**config.mk**
```make
export PLATFORM = sky130hd
export DESIGN_NAME = axil_arbiter_2to1_flat
export DESIGN_NICKNAME = d
export VERILOG_FILES = /design/src/rtl/axil_arbiter_2to1_if.sv /design/src/rtl/axil_arbiter_2to1.sv /design/src/flat_wrapper.sv
export SDC_FILE = /design/constraint.sdc
export NUM_CORES = 1
export LEC_CHECK = 0
export BUFFER_PORTS_ARGS = -buffer_cell sky130_fd_sc_hd__buf_2
export CORE_AREA = 2 2 106 108
export CTS_BUF_LIST = sky130_fd_sc_hd__clkbuf_4 sky130_fd_sc_hd__clkbuf_8 sky130_fd_sc_hd__clkbuf_16
export DETAILED_ROUTE_END_ITERATION = 7
export DIE_AREA = 0 0 108 110
export GPL_TIMING_DRIVEN = 1
export PLACE_DENSITY = 0.58
export SYNTH_ARGS = -nofsm -noshare
export SYNTH_HDL_FRONTEND = slang
export SYNTH_SLANG_ARGS = --single-unit
export TNS_END_PERCENT = 100
```
**constraint.sdc**
```tcl
create_clock -name CLK -period 1.5 [get_ports CLK]
set_input_delay 0.3 -clock CLK [delete_from_list [all_inputs] [get_ports CLK]]
set_output_delay 0.3 -clock CLK [all_outputs]
set_load 0.01 [all_outputs]
```
**src/rtl/axil_arbiter_2to1_if.sv**
```systemverilog
// AXI4-Lite bus bundle (AW, W, B, AR, R channels) shared by managers and subordinate.
interface axil_arbiter_2to1_if #(
  parameter int AXI_AWIDTH = 4,
  parameter int AXI_DWIDTH = 32
);
  logic [AXI_AWIDTH-1:0]   awaddr;
  logic                    awvalid;
  logic                    awready;
  logic [AXI_DWIDTH-1:0]   wdata;
  logic [AXI_DWIDTH/8-1:0] wstrb;
  logic                    wvalid;
  logic                    wready;
  logic [1:0]              bresp;
  logic                    bvalid;
  logic                    bready;
  logic [AXI_AWIDTH-1:0]   araddr;
  logic                    arvalid;
  logic                    arready;
  logic [AXI_DWIDTH-1:0]   rdata;
  logic [1:0]              rresp;
  logic                    rvalid;
  logic                    rready;

  modport master (
    output awaddr, awvalid, wdata, wstrb, wvalid, bready, araddr, arvalid, rready,
    input  awready, wready, bresp, bvalid, arready, rdata, rresp, rvalid
  );

  modport slave (
    input  awaddr, awvalid, wdata, wstrb, wvalid, bready, araddr, arvalid, rready,
    output awready, wready, bresp, bvalid, arready, rdata, rresp, rvalid
  );
endinterface

```
**src/rtl/axil_arbiter_2to1.sv**
```systemverilog
// Two-manager AXI4-Lite arbiter: independent round-robin read and write paths,
// one outstanding transaction per direction, registered grant, combinational
// pass-through of the granted manager while a transaction is in flight.
module axil_arbiter_2to1 #(
  parameter int AXI_AWIDTH = 4,
  parameter int AXI_DWIDTH = 32
) (
  input  logic                CLK,
  input  logic                NRST,
  axil_arbiter_2to1_if.slave  m0,
  axil_arbiter_2to1_if.slave  m1,
  axil_arbiter_2to1_if.master s
);
  localparam int SW = AXI_DWIDTH / 8;

  typedef enum logic [1:0] {W_IDLE, W_ADDR, W_RESP} w_state_e;
  typedef enum logic [1:0] {R_IDLE, R_ADDR, R_DATA} r_state_e;

  w_state_e w_state_q, w_state_d;
  logic     wg_q, wg_d, wr_ptr_q, wr_ptr_d;
  logic     aw_done_q, aw_done_d, w_done_q, w_done_d;
  r_state_e r_state_q, r_state_d;
  logic     rg_q, rg_d, rd_ptr_q, rd_ptr_d;

  logic [AXI_AWIDTH-1:0] g_awaddr, g_araddr;
  logic [AXI_DWIDTH-1:0] g_wdata;
  logic [SW-1:0]         g_wstrb;
  logic                  g_awvalid, g_wvalid, g_bready, g_arvalid, g_rready;
  logic                  aw_hs, w_hs, b_hs, ar_hs, r_hs;

  // Select the granted manager's request signals and detect subordinate handshakes
  always_comb begin
    g_awaddr  = wg_q ? m1.awaddr  : m0.awaddr;
    g_awvalid = wg_q ? m1.awvalid : m0.awvalid;
    g_wdata   = wg_q ? m1.wdata   : m0.wdata;
    g_wstrb   = wg_q ? m1.wstrb   : m0.wstrb;
    g_wvalid  = wg_q ? m1.wvalid  : m0.wvalid;
    g_bready  = wg_q ? m1.bready  : m0.bready;
    g_araddr  = rg_q ? m1.araddr  : m0.araddr;
    g_arvalid = rg_q ? m1.arvalid : m0.arvalid;
    g_rready  = rg_q ? m1.rready  : m0.rready;
    aw_hs = (w_state_q == W_ADDR) & g_awvalid & ~aw_done_q & s.awready;
    w_hs  = (w_state_q == W_ADDR) & g_wvalid  & ~w_done_q  & s.wready;
    b_hs  = (w_state_q == W_RESP) & s.bvalid  & g_bready;
    ar_hs = (r_state_q == R_ADDR) & g_arvalid & s.arready;
    r_hs  = (r_state_q == R_DATA) & s.rvalid  & g_rready;
  end

  // Write FSM next state: arbitrate on AWVALID, collect AW and W in any order, wait for B
  always_comb begin
    w_state_d = w_state_q;
    wg_d      = wg_q;
    wr_ptr_d  = wr_ptr_q;
    aw_done_d = aw_done_q;
    w_done_d  = w_done_q;
    unique case (w_state_q)
      W_IDLE: begin
        if (m0.awvalid | m1.awvalid) begin
          wg_d      = (m0.awvalid & m1.awvalid) ? wr_ptr_q : m1.awvalid;
          w_state_d = W_ADDR;
        end
      end
      W_ADDR: begin
        if (aw_hs) aw_done_d = 1'b1;
        if (w_hs)  w_done_d  = 1'b1;
        // done_d folds in this cycle's handshakes, so a joint AW/W beat moves on at once
        if (aw_done_d & w_done_d) w_state_d = W_RESP;
      end
      W_RESP: begin
        if (b_hs) begin
          w_state_d = W_IDLE;
          aw_done_d = 1'b0;
          w_done_d  = 1'b0;
          wr_ptr_d  = ~wg_q;
        end
      end
      default: w_state_d = W_IDLE;
    endcase
  end

  // Write FSM state, grant, pointer and completion flags
  always_ff @(posedge CLK or negedge NRST) begin
    if (!NRST) begin
      w_state_q <= W_IDLE;
      wg_q      <= 1'b0;
      wr_ptr_q  <= 1'b0;
      aw_done_q <= 1'b0;
      w_done_q  <= 1'b0;
    end else begin
      w_state_q <= w_state_d;
      wg_q      <= wg_d;
      wr_ptr_q  <= wr_ptr_d;
      aw_done_q <= aw_done_d;
      w_done_q  <= w_done_d;
    end
  end

  // Read FSM next state: arbitrate on ARVALID, forward AR, wait for R
  always_comb begin
    r_state_d = r_state_q;
    rg_d      = rg_q;
    rd_ptr_d  = rd_ptr_q;
    unique case (r_state_q)
      R_IDLE: begin
        if (m0.arvalid | m1.arvalid) begin
          rg_d      = (m0.arvalid & m1.arvalid) ? rd_ptr_q : m1.arvalid;
          r_state_d = R_ADDR;
        end
      end
      R_ADDR: if (ar_hs) r_state_d = R_DATA;
      R_DATA: begin
        if (r_hs) begin
          r_state_d = R_IDLE;
          rd_ptr_d  = ~rg_q;
        end
      end
      default: r_state_d = R_IDLE;
    endcase
  end

  // Read FSM state, grant and pointer
  always_ff @(posedge CLK or negedge NRST) begin
    if (!NRST) begin
      r_state_q <= R_IDLE;
      rg_q      <= 1'b0;
      rd_ptr_q  <= 1'b0;
    end else begin
      r_state_q <= r_state_d;
      rg_q      <= rg_d;
      rd_ptr_q  <= rd_ptr_d;
    end
  end

  // Write-side routing: only the granted manager sees anything, everything else is zero
  always_comb begin
    m0.awready = 1'b0;
    m0.wready  = 1'b0;
    m0.bvalid  = 1'b0;
    m0.bresp   = '0;
    m1.awready = 1'b0;
    m1.wready  = 1'b0;
    m1.bvalid  = 1'b0;
    m1.bresp   = '0;
    s.awaddr   = '0;
    s.awvalid  = 1'b0;
    s.wdata    = '0;
    s.wstrb    = '0;
    s.wvalid   = 1'b0;
    s.bready   = 1'b0;
    if (w_state_q == W_ADDR) begin
      s.awaddr  = g_awaddr;
      s.awvalid = g_awvalid & ~aw_done_q;
      s.wdata   = g_wdata;
      s.wstrb   = g_wstrb;
      s.wvalid  = g_wvalid & ~w_done_q;
      if (wg_q) begin
        m1.awready = s.awready & ~aw_done_q;
        m1.wready  = s.wready & ~w_done_q;
      end else begin
        m0.awready = s.awready & ~aw_done_q;
        m0.wready  = s.wready & ~w_done_q;
      end
    end
    if (w_state_q == W_RESP) begin
      s.bready = g_bready;
      if (wg_q) begin
        m1.bvalid = s.bvalid;
        m1.bresp  = s.bresp;
      end else begin
        m0.bvalid = s.bvalid;
        m0.bresp  = s.bresp;
      end
    end
  end

  // Read-side routing: only the granted manager sees anything, everything else is zero
  always_comb begin
    m0.arready = 1'b0;
    m0.rvalid  = 1'b0;
    m0.rdata   = '0;
    m0.rresp   = '0;
    m1.arready = 1'b0;
    m1.rvalid  = 1'b0;
    m1.rdata   = '0;
    m1.rresp   = '0;
    s.araddr   = '0;
    s.arvalid  = 1'b0;
    s.rready   = 1'b0;
    if (r_state_q == R_ADDR) begin
      s.araddr  = g_araddr;
      s.arvalid = g_arvalid;
      if (rg_q) m1.arready = s.arready;
      else      m0.arready = s.arready;
    end
    if (r_state_q == R_DATA) begin
      s.rready = g_rready;
      if (rg_q) begin
        m1.rvalid = s.rvalid;
        m1.rdata  = s.rdata;
        m1.rresp  = s.rresp;
      end else begin
        m0.rvalid = s.rvalid;
        m0.rdata  = s.rdata;
        m0.rresp  = s.rresp;
      end
    end
  end
endmodule

```
**src/flat_wrapper.sv**
```systemverilog
// flat-port wrapper written by rule: the top's interface ports become plain ports
module axil_arbiter_2to1_flat 
#(
  parameter int AXI_AWIDTH = 4,
  parameter int AXI_DWIDTH = 32
)
  (CLK, NRST, m0_awaddr, m0_awvalid, m0_wdata, m0_wstrb, m0_wvalid, m0_bready, m0_araddr, m0_arvalid, m0_rready, m0_awready, m0_wready, m0_bresp, m0_bvalid, m0_arready, m0_rdata, m0_rresp, m0_rvalid, m1_awaddr, m1_awvalid, m1_wdata, m1_wstrb, m1_wvalid, m1_bready, m1_araddr, m1_arvalid, m1_rready, m1_awready, m1_wready, m1_bresp, m1_bvalid, m1_arready, m1_rdata, m1_rresp, m1_rvalid, s_awaddr, s_awvalid, s_wdata, s_wstrb, s_wvalid, s_bready, s_araddr, s_arvalid, s_rready, s_awready, s_wready, s_bresp, s_bvalid, s_arready, s_rdata, s_rresp, s_rvalid);
  axil_arbiter_2to1_if #(.AXI_AWIDTH(AXI_AWIDTH), .AXI_DWIDTH(AXI_DWIDTH)) m0_i ();
  axil_arbiter_2to1_if #(.AXI_AWIDTH(AXI_AWIDTH), .AXI_DWIDTH(AXI_DWIDTH)) m1_i ();
  axil_arbiter_2to1_if #(.AXI_AWIDTH(AXI_AWIDTH), .AXI_DWIDTH(AXI_DWIDTH)) s_i ();
  input  logic CLK;
  input  logic NRST;
  input wire logic [$bits(m0_i.awaddr)-1:0] m0_awaddr;
  input wire logic [$bits(m0_i.awvalid)-1:0] m0_awvalid;
  input wire logic [$bits(m0_i.wdata)-1:0] m0_wdata;
  input wire logic [$bits(m0_i.wstrb)-1:0] m0_wstrb;
  input wire logic [$bits(m0_i.wvalid)-1:0] m0_wvalid;
  input wire logic [$bits(m0_i.bready)-1:0] m0_bready;
  input wire logic [$bits(m0_i.araddr)-1:0] m0_araddr;
  input wire logic [$bits(m0_i.arvalid)-1:0] m0_arvalid;
  input wire logic [$bits(m0_i.rready)-1:0] m0_rready;
  output wire logic [$bits(m0_i.awready)-1:0] m0_awready;
  output wire logic [$bits(m0_i.wready)-1:0] m0_wready;
  output wire logic [$bits(m0_i.bresp)-1:0] m0_bresp;
  output wire logic [$bits(m0_i.bvalid)-1:0] m0_bvalid;
  output wire logic [$bits(m0_i.arready)-1:0] m0_arready;
  output wire logic [$bits(m0_i.rdata)-1:0] m0_rdata;
  output wire logic [$bits(m0_i.rresp)-1:0] m0_rresp;
  output wire logic [$bits(m0_i.rvalid)-1:0] m0_rvalid;
  input wire logic [$bits(m1_i.awaddr)-1:0] m1_awaddr;
  input wire logic [$bits(m1_i.awvalid)-1:0] m1_awvalid;
  input wire logic [$bits(m1_i.wdata)-1:0] m1_wdata;
  input wire logic [$bits(m1_i.wstrb)-1:0] m1_wstrb;
  input wire logic [$bits(m1_i.wvalid)-1:0] m1_wvalid;
  input wire logic [$bits(m1_i.bready)-1:0] m1_bready;
  input wire logic [$bits(m1_i.araddr)-1:0] m1_araddr;
  input wire logic [$bits(m1_i.arvalid)-1:0] m1_arvalid;
  input wire logic [$bits(m1_i.rready)-1:0] m1_rready;
  output wire logic [$bits(m1_i.awready)-1:0] m1_awready;
  output wire logic [$bits(m1_i.wready)-1:0] m1_wready;
  output wire logic [$bits(m1_i.bresp)-1:0] m1_bresp;
  output wire logic [$bits(m1_i.bvalid)-1:0] m1_bvalid;
  output wire logic [$bits(m1_i.arready)-1:0] m1_arready;
  output wire logic [$bits(m1_i.rdata)-1:0] m1_rdata;
  output wire logic [$bits(m1_i.rresp)-1:0] m1_rresp;
  output wire logic [$bits(m1_i.rvalid)-1:0] m1_rvalid;
  output wire logic [$bits(s_i.awaddr)-1:0] s_awaddr;
  output wire logic [$bits(s_i.awvalid)-1:0] s_awvalid;
  output wire logic [$bits(s_i.wdata)-1:0] s_wdata;
  output wire logic [$bits(s_i.wstrb)-1:0] s_wstrb;
  output wire logic [$bits(s_i.wvalid)-1:0] s_wvalid;
  output wire logic [$bits(s_i.bready)-1:0] s_bready;
  output wire logic [$bits(s_i.araddr)-1:0] s_araddr;
  output wire logic [$bits(s_i.arvalid)-1:0] s_arvalid;
  output wire logic [$bits(s_i.rready)-1:0] s_rready;
  input wire logic [$bits(s_i.awready)-1:0] s_awready;
  input wire logic [$bits(s_i.wready)-1:0] s_wready;
  input wire logic [$bits(s_i.bresp)-1:0] s_bresp;
  input wire logic [$bits(s_i.bvalid)-1:0] s_bvalid;
  input wire logic [$bits(s_i.arready)-1:0] s_arready;
  input wire logic [$bits(s_i.rdata)-1:0] s_rdata;
  input wire logic [$bits(s_i.rresp)-1:0] s_rresp;
  input wire logic [$bits(s_i.rvalid)-1:0] s_rvalid;
  assign m0_i.awaddr = m0_awaddr;
  assign m0_i.awvalid = m0_awvalid;
  assign m0_i.wdata = m0_wdata;
  assign m0_i.wstrb = m0_wstrb;
  assign m0_i.wvalid = m0_wvalid;
  assign m0_i.bready = m0_bready;
  assign m0_i.araddr = m0_araddr;
  assign m0_i.arvalid = m0_arvalid;
  assign m0_i.rready = m0_rready;
  assign m0_awready = m0_i.awready;
  assign m0_wready = m0_i.wready;
  assign m0_bresp = m0_i.bresp;
  assign m0_bvalid = m0_i.bvalid;
  assign m0_arready = m0_i.arready;
  assign m0_rdata = m0_i.rdata;
  assign m0_rresp = m0_i.rresp;
  assign m0_rvalid = m0_i.rvalid;
  assign m1_i.awaddr = m1_awaddr;
  assign m1_i.awvalid = m1_awvalid;
  assign m1_i.wdata = m1_wdata;
  assign m1_i.wstrb = m1_wstrb;
  assign m1_i.wvalid = m1_wvalid;
  assign m1_i.bready = m1_bready;
  assign m1_i.araddr = m1_araddr;
  assign m1_i.arvalid = m1_arvalid;
  assign m1_i.rready = m1_rready;
  assign m1_awready = m1_i.awready;
  assign m1_wready = m1_i.wready;
  assign m1_bresp = m1_i.bresp;
  assign m1_bvalid = m1_i.bvalid;
  assign m1_arready = m1_i.arready;
  assign m1_rdata = m1_i.rdata;
  assign m1_rresp = m1_i.rresp;
  assign m1_rvalid = m1_i.rvalid;
  assign s_awaddr = s_i.awaddr;
  assign s_awvalid = s_i.awvalid;
  assign s_wdata = s_i.wdata;
  assign s_wstrb = s_i.wstrb;
  assign s_wvalid = s_i.wvalid;
  assign s_bready = s_i.bready;
  assign s_araddr = s_i.araddr;
  assign s_arvalid = s_i.arvalid;
  assign s_rready = s_i.rready;
  assign s_i.awready = s_awready;
  assign s_i.wready = s_wready;
  assign s_i.bresp = s_bresp;
  assign s_i.bvalid = s_bvalid;
  assign s_i.arready = s_arready;
  assign s_i.rdata = s_rdata;
  assign s_i.rresp = s_rresp;
  assign s_i.rvalid = s_rvalid;
  axil_arbiter_2to1 #(.AXI_AWIDTH(AXI_AWIDTH), .AXI_DWIDTH(AXI_DWIDTH)) u_core (.CLK(CLK), .NRST(NRST), .m0(m0_i), .m1(m1_i), .s(s_i));
endmodule
```
After elaboration in Yosys (flattened, before gate mapping)
Index checks and enable logic that the tools add are counted.

Eq/ne operators: 10. Multiplexer cells: 67. Bitwise operators: 25. Reductions and logical operators: 10.

Operator list (count): 2-to-1 mux 32 bit (6); 2-to-1 mux 1 bit (37); 2-to-1 mux 2 bit (14); 2-to-1 mux 4 bit (6); bitwise AND 1 bit (19); one-hot mux 2 bit (3 select lines) (2); inequality test 2 x 1 -> 1 bit, second input constant (5); AND reduction 2 bit (5); AND reduction 3 bit (2); == test 2 x 1 -> 1 bit, second input constant (2); == test 2 bit, second input constant (2); logical NOT 2 bit (2); NOT 1 bit (4); one-hot mux 1 bit (2 select lines) (2); inequality test 2 bit, second input constant (1); OR 1 bit (2); nonzero test 2 bit (1).

Bits in registers: 10. Input port bits: 141. Output and inout port bits: 131. Logic and storage cells: 120.

Logic depth before layout (Yosys ltp)
Gate-level depths: netlist of the first run.

Depth in word-level cells: 9. Depth in mapped cells: 4. Gate-level depth less buffers: 3.

Worst setup path before layout of the first run
OpenSTA, ideal clock, no wires.

Path kind: reg2out. From: reg u_core.w_state_q[1]. To: out m0_awready. Data arrival time: 1.170 ns. Required time: 1.200 ns. Slack: 0.030 ns. Cell stages (with the launch flop): 4. Path buffers: 1. Cells stage by stage: dfrtp_1 -> nand2b_1 -> buf_2 -> nor4b_1.

Longest elaborated chain between the ends: 2.

Ends and longest elaborated chain: start: declaration (RTL line axil_arbiter_2to1.sv:19) `w_state_e w_state_q, w_state_d;`; start signal: assignment (RTL line axil_arbiter_2to1.sv:90) `w_state_q <= w_state_d;`; == test 2 x 1 -> 1 bit (RTL line axil_arbiter_2to1.sv:150) `if (w_state_q == W_ADDR) begin`; 2-to-1 mux 1 bit (RTL line axil_arbiter_2to1.sv:150); end: declaration (RTL line flat_wrapper.sv:22) `output wire logic [$bits(m0_i.awready)-1:0] m0_awready;`.

Every way passes these cells.

Worst setup path in the final report of the first run
From: reg u_core.r_state_q[1]. To: out s_rready.

Longest elaborated chain between the ends: 2.

Ends and longest elaborated chain: start: declaration (RTL line axil_arbiter_2to1.sv:22) `r_state_e r_state_q, r_state_d;`; start signal: assignment (RTL line axil_arbiter_2to1.sv:128) `r_state_q <= r_state_d;`; == test 2 bit (RTL line axil_arbiter_2to1.sv:195) `if (r_state_q == R_DATA) begin`; 2-to-1 mux 1 bit (RTL line axil_arbiter_2to1.sv:195); end: declaration (RTL line flat_wrapper.sv:55) `output wire logic [$bits(s_i.rready)-1:0] s_rready;`.

Every way passes these cells.

==> results.sh, run 1 <==
export IMPL_synthCells=250
export IMPL_clock_latency_ns=0.24
export IMPL_p_leak_nw=2.498
export IMPL_synth_top_family_by_area="simple AND/OR/NAND/NOR gates"
export IMPL_pre_cts_ws_ns=-0.002495
export IMPL_place_inst=660
export IMPL_synthSimpleGateAreaFrac=0.4647
export IMPL_fin_setup_tns_ns=-21.85
export IMPL_ys_seq_elements=10
export IMPL_drive_above_1_share=0.6891
export IMPL_die_area_sq_mm=0.01188
export IMPL_synth_compound_area_frac=0.06726
export IMPL_sequentialPowerShare=0.090
export IMPL_num_vias=2946
export IMPL_root_buffer="clkbuf_8"
export IMPL_fin_util=0.4040
export IMPL_ios=272
export IMPL_drv_cap=0
export IMPL_clkPwrFrac=0.055
export IMPL_fillers=1087
export IMPL_row_count=38
export IMPL_grt_usage=0.1493
export IMPL_finalHoldViolations=0
export IMPL_worst_pin_slew_ns=0.3110
export IMPL_area_growth_pct=134.6
export IMPL_syn_nets=391
export IMPL_status="finished, violations left"
export IMPL_wl_per_cell_microns=14.88
export IMPL_max_freq_mhz=566.4
export IMPL_combPwrFrac=0.855
export IMPL_synth_xor_area_share=0
export IMPL_netlist_area_sq_mm=0.001842
export IMPL_hp_class="input port to flop"
export IMPL_multiInputGateArea_sq_mm=0.001747
export IMPL_initial_core_util=0.1722
export IMPL_switching_share=0.4310
export IMPL_synth_distinct_cells=33
export IMPL_grt_pass1_wl_mm=13.94
export IMPL_crit_fanout=27
export IMPL_place_hpwl_mm=8.179
export IMPL_ant_nets=0
export IMPL_core_sq_mm=0.01070
export IMPL_vias_per_cell=4.263
export IMPL_cts_buffers_inserted=3
export IMPL_p_switching_mw=2.728
export IMPL_final_cell_mix="buf_2, and2_1, nor2_1"
export IMPL_yosys_warnings=0
export IMPL_drt_wl_total_mm=10.28
export IMPL_placed_cell_area_sq_mm=0.003468
export IMPL_grt_pass1_vias=2754
export IMPL_ff_latch_area_sq_um=254.0
export IMPL_fin_area_sq_mm=0.004322
export IMPL_antenna_found_initial=1
export IMPL_final_common_cell="buf_2"
export IMPL_clock_skew_ns=0.0003188
export IMPL_rsz0062_at_grt="true"
export IMPL_place_gp_congestion=0.8409
export IMPL_p_per_area_mw_per_mm2=1464
export IMPL_period_minus_slack_ns=1.766
export IMPL_instances_no_fill=691
export IMPL_finalSetupViolations=130
export IMPL_ir_drop_uv=1165
export IMPL_worst_slack_ns=-0.2656
export IMPL_grt_overflow=0
export IMPL_max_slew_margin=0.7927
export IMPL_slew_violations=0
export IMPL_grt_max_degree=28
export IMPL_cp_start_kind="flop"
export IMPL_clk_path_buf_depth=2
export IMPL_nets=692
export IMPL_crit_type="flop to output pin"
export IMPL_violations="negative setup slack"
export IMPL_ys_seq_area_frac=0.1359
export IMPL_die_h_microns=110
export IMPL_required_ns=1.20
export IMPL_p_int_mw=3.601
export IMPL_avgSynthCellArea_sq_um=7.367
export IMPL_port_buffers=271
export IMPL_initialDrtViolationCount=91
export IMPL_fin_crit_sh=1.177
export IMPL_dr_pass1_iters=4
export IMPL_clock_sinks=10
export IMPL_die_w_microns=108
export IMPL_path_clk_slew_ns=0.06
export IMPL_cts_tree="yes"
export IMPL_drc=0
export IMPL_htreeDepth=1
export IMPL_yosys_area_share_adder=0
export IMPL_critPathArrivalTime_ns=1.47
export IMPL_synth_mux_area_frac=0.2717
export IMPL_end_kind="output pin"
## power groups by stage
| stage | clock network, mW | registers, mW | logic, mW |
|---|---|---|---|
| after floorplan | 0 | 0.497 | 2.22 |
| after global placement | 0 | 0.546 | 3.66 |
| after detailed placement | 0 | 0.550 | 3.72 |
| after CTS | 0.361 | 0.534 | 4.92 |
| after global routing | 0.375 | 0.591 | 5.79 |
| final | 0.348 | 0.572 | 5.41 |
## area by class of cell
class | instances | area share
Clock buffer | 4 | 0.01274
Multi-Input combinational cell | 219 | 0.4042
Timing Repair Buffer | 315 | 0.4815
Antenna cell | 1 | 0.0005790
Inverter | 2 | 0.001737
Sequential cell | 10 | 0.05877
Tap cell | 140 | 0.04053
## repair_timing
action / in CTS / in global routing
hold endpoints to repair: 10 / 0
endpoints found under the setup margin: 130 / 132
cloned: 5 / 2
pin swaps: 12 / 13
buffers inserted: 13 / 7
hold buffers: 1 / 0
resized for setup: 51 / 61
## metal layers
layer	track usage	wire, microns	share of wire	up-vias
met3	0.02763	796	0.077	2
met4	0.01923	29	0.0028	0
met5	0	0	0	-
li1	-	-	-	1438
met2	0.3064	5830	0.57	170
met1	0.1610	3626	0.35	1336
## final timing paths
kind	from	to	slack (ns)	cells past startpoint
max in group asynchronous	NRST	u_core.r_state_q[1]	0.78	2
min	m0_awvalid	u_core.wg_q	0.29	2
max	u_core.r_state_q[1]	s_rready	-0.27	4
max reg2reg	u_core.wg_q	u_core.w_state_q[1]	0.06	5
min in group asynchronous	NRST	u_core.wr_ptr_q	0.47	2
min reg2reg	u_core.rd_ptr_q	u_core.rd_ptr_q	0.51	1
## registers in the layout, summed over array words and instances (netlist names)
register,count
u_core.r_state_q,2
u_core.w_state_q,2
u_core.aw_done_q,1
u_core.rd_ptr_q,1
u_core.rg_q,1
u_core.w_done_q,1
u_core.wg_q,1
u_core.wr_ptr_q,1
## critical path, stage by stage, from the launching register on
cell and delay (ns):
dfrtp_2 0.45, and3b_2 0.25, buf_12 0.16, a22o_1 0.23, buf_2 0.14
## per-stage QoR
step | power (mW) | hold slack, ns
6_report | 6.328 | 0.2886
5_1_grt | 6.756 | 0.2904
4_1_cts | 5.811 | 0.2791
3_5_place_dp | 4.274 | 0.1896
3_3_place_gp | 4.207 | 0.1877
2_1_floorplan | 2.714 | 0.004409
## cells by family (layout without fill, tap and decap cells)
family	count (synthesis)	after routing
other	0	1
multiplexers	49	49
flip-flops	10	10
AND/OR/NAND/NOR	155	155
AO/OA/AOI/OAI	15	15
buffers and inverters	21	321
## Yosys cell counts (all sizes together)
cell type / count / area share
o22ai: 1 / 0.0034
a21oi: 2 / 0.0054
mux2: 2 / 0.016
a31oi: 5 / 0.029
and2: 73 / 0.25
nand3b: 1 / 0.0041
and3b: 1 / 0.0048
nor3b: 3 / 0.012
o21ai: 2 / 0.0054
dfrtp: 10 / 0.14
a22o: 1 / 0.0048
mux2i: 47 / 0.26
inv: 2 / 0.0041
a32o: 1 / 0.0054
nor2: 55 / 0.12
and2b: 1 / 0.0048
o31a: 1 / 0.0048
and3: 3 / 0.010
nand2b: 5 / 0.017
nand2: 3 / 0.0061
nand3: 1 / 0.0027
buf: 19 / 0.056
o32ai: 2 / 0.0095
nor2b: 3 / 0.010
nor4b: 2 / 0.0095
and4b: 3 / 0.016
nor3: 1 / 0.0027
(Power assumes the default switching activity.)
==> run 2, diff against run 1 <==
- RECOVER_POWER: not set -> 100
==> results.sh, run 2 (synthesized netlist as in run 1, its figures left out) <==
export IMPL_end_kind="output pin"
export IMPL_rsz0062_at_grt="true"
export IMPL_total_power_mw=6.322
export IMPL_drive_above_1_share=0.6855
export IMPL_ant_nets=0
export IMPL_grt_usage=0.1493
export IMPL_die_w_microns=108
export IMPL_grt_max_degree=28
export IMPL_worst_pin_slew_ns=0.6465
export IMPL_die_h_microns=110
export IMPL_clock_skew_ns=0.0003225
export IMPL_met2_length_mm=5.833
export IMPL_hp_class="input port to flop"
export IMPL_final_common_cell="buf_2"
export IMPL_final_cell_mix="buf_2, and2_1, nor2_1"
export IMPL_fillers=1089
export IMPL_wl_per_cell_microns=14.89
export IMPL_cts_buffers_inserted=3
export IMPL_max_freq_mhz=566.4
export IMPL_area_growth_pct=134.4
export IMPL_status="finished, violations left"
export IMPL_dr_pass1_iters=4
export IMPL_cts_tree="yes"
export IMPL_drt_wl_total_mm=10.29
export IMPL_vias_per_cell=4.263
export IMPL_path_clk_slew_ns=0.06
export IMPL_max_stage_delay_ns=0.45
export IMPL_place_gp_congestion=0.8409
export IMPL_grt_pass1_wl_mm=13.94
export IMPL_initial_core_util=0.1722
export IMPL_nets=692
export IMPL_top_layer="met4"
export IMPL_sequentialPowerShare=0.090
export IMPL_core_sq_mm=0.01070
export IMPL_crit_fanout=27
export IMPL_grt_pass1_vias=2754
export IMPL_route_met3_wl_microns=795
export IMPL_finalHoldViolations=0
export IMPL_row_count=38
export IMPL_p_per_area_mw_per_mm2=1464
export IMPL_drc=0
export IMPL_root_buffer="clkbuf_8"
export IMPL_fin_util=0.4035
export IMPL_cp_start_kind="flop"
export IMPL_worst_slack_ns=-0.2656
export IMPL_clk_path_buf_depth=2
export IMPL_finalSetupViolations=130
export IMPL_clkPwrFrac=0.055
export IMPL_required_ns=1.20
export IMPL_p_leak_nw=2.492
export IMPL_slew_violations=0
export IMPL_htreeDepth=1
export IMPL_grt_overflow=0
export IMPL_period_minus_slack_ns=1.766
export IMPL_clock_latency_ns=0.24
export IMPL_switching_share=0.4317
export IMPL_max_slew_margin=0.5690
export IMPL_slowest_stage="dfrtp_2"
export IMPL_initialDrtViolationCount=91
export IMPL_ir_drop_uv=1159
export IMPL_top_regs="u_core.r_state_q (2), u_core.w_state_q (2)"
export IMPL_place_hpwl_mm=8.179
export IMPL_drv_cap=0
export IMPL_wl_met1_mm=3.632
export IMPL_crit_type="flop to output pin"
export IMPL_violations="negative setup slack"
export IMPL_fin_crit_sh=1.177
export IMPL_port_buffers=271
export IMPL_p_int_mw=3.593
export IMPL_antenna_found_initial=1
export IMPL_ios=272
export IMPL_combPwrFrac=0.854
export IMPL_critPathArrivalTime_ns=1.47
export IMPL_num_vias=2946
export IMPL_p_switching_mw=2.729
export IMPL_crit_chain="and3b_2 > buf_12 > a22o_1 > buf_2"
export IMPL_die_area_sq_mm=0.01188
export IMPL_clock_sinks=10
## run 2: path summary, 6_finish.rpt
kind / startpoint / endpoint / slack, ns / cells after the start
max: u_core.r_state_q[1] / s_rready / -0.27 / 4
min reg2reg: u_core.rd_ptr_q / u_core.rd_ptr_q / 0.51 / 1
max reg2reg: u_core.wg_q / u_core.w_state_q[1] / 0.06 / 5
min: m0_awvalid / u_core.wg_q / 0.29 / 2
max in group asynchronous: NRST / u_core.r_state_q[1] / 0.43 / 2
min in group asynchronous: NRST / u_core.wr_ptr_q / 0.60 / 2
## run 2: worst max-delay path: cells and delay by family (launching register included)
family	cells	cell delay [ns]
AOI/OAI and AO/OA	1	0.23
and+or+nand+nor	1	0.25
DFF	1	0.45
buffers and inverters	2	0.30
## run 2: area by class of cell
class / count / area (sq um) / area share
well taps: 140 / 175.2 / 0.04058
inverters: 2 / 7.507 / 0.001739
clock buffers: 4 / 55.05 / 0.01275
multi-input cells: 219 / 1747 / 0.4046
flip-flops and latches: 10 / 254.0 / 0.05884
repair buffers: 315 / 2076 / 0.4809
diodes: 1 / 2.502 / 0.0005797
## run 2: stage by stage
stage	setup slack (ns)	hold slack, ns	area (sq um)	std cells	TNS (ns)
5_1_grt	-0.3098	0.2904	4317	691	-29.98
3_3_place_gp	-0.001819	0.1877	3468	660	-0.001819
3_5_place_dp	-0.002495	0.1896	3468	660	-0.002495
2_1_floorplan	0.03005	0.004409	1842	250	0
6_report	-0.2656	0.2883	4317	691	-21.86
4_1_cts	-0.2295	0.2791	3973	683	-19.91
## run 2: per-layer routing
metal,global-route usage,vias up
met3,0.02763,2
met4,0.01923,0
met1,0.1610,1336
li1,-,1438
met2,0.3064,170
met5,0,-
## run 2: power groups by stage
stage               combinational [mW]  sequential, mW  clock (mW)
floorplan                         2.22           0.497           0
global placement                  3.66           0.546           0
detailed placement                3.72           0.550           0
CTS                               4.92           0.534       0.361
global route                      5.78           0.591       0.375
finish                            5.40           0.572       0.348
## run 2: what timing repair did
action,4_1_cts,5_1_grt
pin swaps,12,13
buffers inserted,13,7
endpoints found under the setup margin,130,132
hold endpoints to repair,10,0
cloned,5,2
gates resized for setup,51,61
hold buffers,1,0
==> run 3, diff against run 2 <==
- RECOVER_POWER: 100 -> 50
==> results.sh, run 3 (synthesized netlist as in run 1, its figures left out) <==
export IMPL_ant_nets=0
export IMPL_place_inst=660
export IMPL_worst_pin_slew_ns=0.6461
export IMPL_rsz0062_at_grt="true"
export IMPL_hold_ws_ns=0.2886
export IMPL_htreeDepth=1
export IMPL_clock_skew_ns=0.0003188
export IMPL_ios=272
export IMPL_combPwrFrac=0.855
export IMPL_critPathArrivalTime_ns=1.47
export IMPL_fin_area_sq_mm=0.004320
export IMPL_crit_fanout=27
export IMPL_sequentialPowerShare=0.090
export IMPL_status="finished, violations left"
export IMPL_required_ns=1.20
export IMPL_drv_cap=0
export IMPL_switching_share=0.4311
export IMPL_top_regs="u_core.r_state_q (2), u_core.w_state_q (2)"
export IMPL_cts_buffers_inserted=3
export IMPL_p_per_area_mw_per_mm2=1465
export IMPL_grt_max_degree=28
export IMPL_path_clk_slew_ns=0.06
export IMPL_final_common_cell="buf_2"
export IMPL_p_switching_mw=2.728
export IMPL_fin_util=0.4039
export IMPL_grt_overflow=0
export IMPL_area_growth_pct=134.6
export IMPL_hp_class="input port to flop"
export IMPL_grt_usage=0.1493
export IMPL_end_kind="output pin"
export IMPL_num_vias=2946
export IMPL_place_hpwl_mm=8.179
export IMPL_fin_crit_sh=1.177
export IMPL_drive_above_1_share=0.6873
export IMPL_slew_violations=0
export IMPL_die_area_sq_mm=0.01188
export IMPL_grt_pass1_wl_mm=13.94
export IMPL_die_w_microns=108
export IMPL_place_gp_congestion=0.8409
export IMPL_ir_drop_uv=1165
export IMPL_p_leak_nw=2.496
export IMPL_wl_per_cell_microns=14.88
export IMPL_antenna_found_initial=1
export IMPL_max_slew_margin=0.5693
export IMPL_vias_per_cell=4.263
export IMPL_die_h_microns=110
export IMPL_max_freq_mhz=566.4
export IMPL_instances_no_fill=691
export IMPL_drc=0
export IMPL_cts_tree="yes"
export IMPL_root_buffer="clkbuf_8"
export IMPL_violations="negative setup slack"
export IMPL_clk_path_buf_depth=2
export IMPL_nets=692
export IMPL_crit_type="flop to output pin"
export IMPL_regToRegSetupSlack_ns=0.06
export IMPL_cp_start_kind="flop"
export IMPL_finalHoldViolations=0
export IMPL_fin_setup_tns_ns=-21.84
export IMPL_finalSetupViolations=130
export IMPL_clkPwrFrac=0.055
export IMPL_clock_sinks=10
export IMPL_dr_pass1_iters=4
export IMPL_row_count=38
export IMPL_initialDrtViolationCount=91
export IMPL_port_buffers=271
export IMPL_core_sq_mm=0.01070
export IMPL_grt_pass1_vias=2754
export IMPL_worst_slack_ns=-0.2656
export IMPL_placed_cell_area_sq_mm=0.003468
export IMPL_drt_wl_total_mm=10.28
export IMPL_initial_core_util=0.1722
export IMPL_clock_latency_ns=0.24
export IMPL_period_minus_slack_ns=1.766
export IMPL_p_int_mw=3.600
export IMPL_final_cell_mix="buf_2, and2_1, nor2_1"
-- run 3: changes by cell type in the layout (fill, tap and decap cells not counted), sizes merged --
cell and change:
buf +2, clkbuf -2
-- run 3: repair_timing --
action | 4_1_cts | 5_1_grt
hold buffers | 1 | 0
hold endpoints to repair | 10 | 0
gates cloned | 5 | 2
buffers inserted | 13 | 7
gates resized for setup | 51 | 61
pin swaps | 12 | 13
setup endpoints to repair | 130 | 132
-- run 3: critical path, cell delays in order, from the launching register on --
cell and delay [ns]:
dfrtp_2 0.45, and3b_2 0.25, buf_12 0.16, a22o_1 0.23, buf_2 0.14
-- run 3: stage by stage --
step                total power [mW]  setup WS, ns
floorplan                      2.714       0.03005
global placement               4.207     -0.001819
detailed placement             4.274     -0.002495
CTS                            5.811       -0.2295
global route                   6.755       -0.3098
finish                         6.328       -0.2656
-- run 3: area by class of cell --
cell class,instances,area (sq um)
Fill cell,1087,6377
Timing Repair Buffer,315,2079
Multi-Input combinational cell,219,1747
Sequential cell,10,254.0
Tap cell,140,175.2
Clock buffer,4,55.05
Inverter,2,7.507
Antenna cell,1,2.502
-- run 3: layer usage --
metal,vias to the layer above,share of wire,track usage
met1,1336,0.35,0.1610
met4,0,0.0028,0.01923
met3,2,0.077,0.02763
met5,-,0,0
met2,170,0.57,0.3064
li1,1438,-,-
-- run 3: final timing paths --
check | cells past startpoint | end | from
setup reg to reg | 5 | u_core.w_state_q[1] | u_core.wg_q
setup / recovery | 4 | s_rready | u_core.r_state_q[1]
hold / removal | 2 | u_core.wg_q | m0_awvalid
max in group asynchronous | 2 | u_core.r_state_q[1] | NRST
min in group asynchronous | 2 | u_core.wr_ptr_q | NRST
hold reg to reg | 1 | u_core.rd_ptr_q | u_core.rd_ptr_q
-- run 3: power by group through the flow --
stage          combinational, mW  sequential, mW  clock, mW
3_3_place_gp                3.66           0.546          0
3_5_place_dp                3.72           0.550          0
6_report                    5.41           0.571      0.348
5_1_grt                     5.79           0.591      0.375
4_1_cts                     4.92           0.534      0.361
2_1_floorplan               2.22           0.497          0
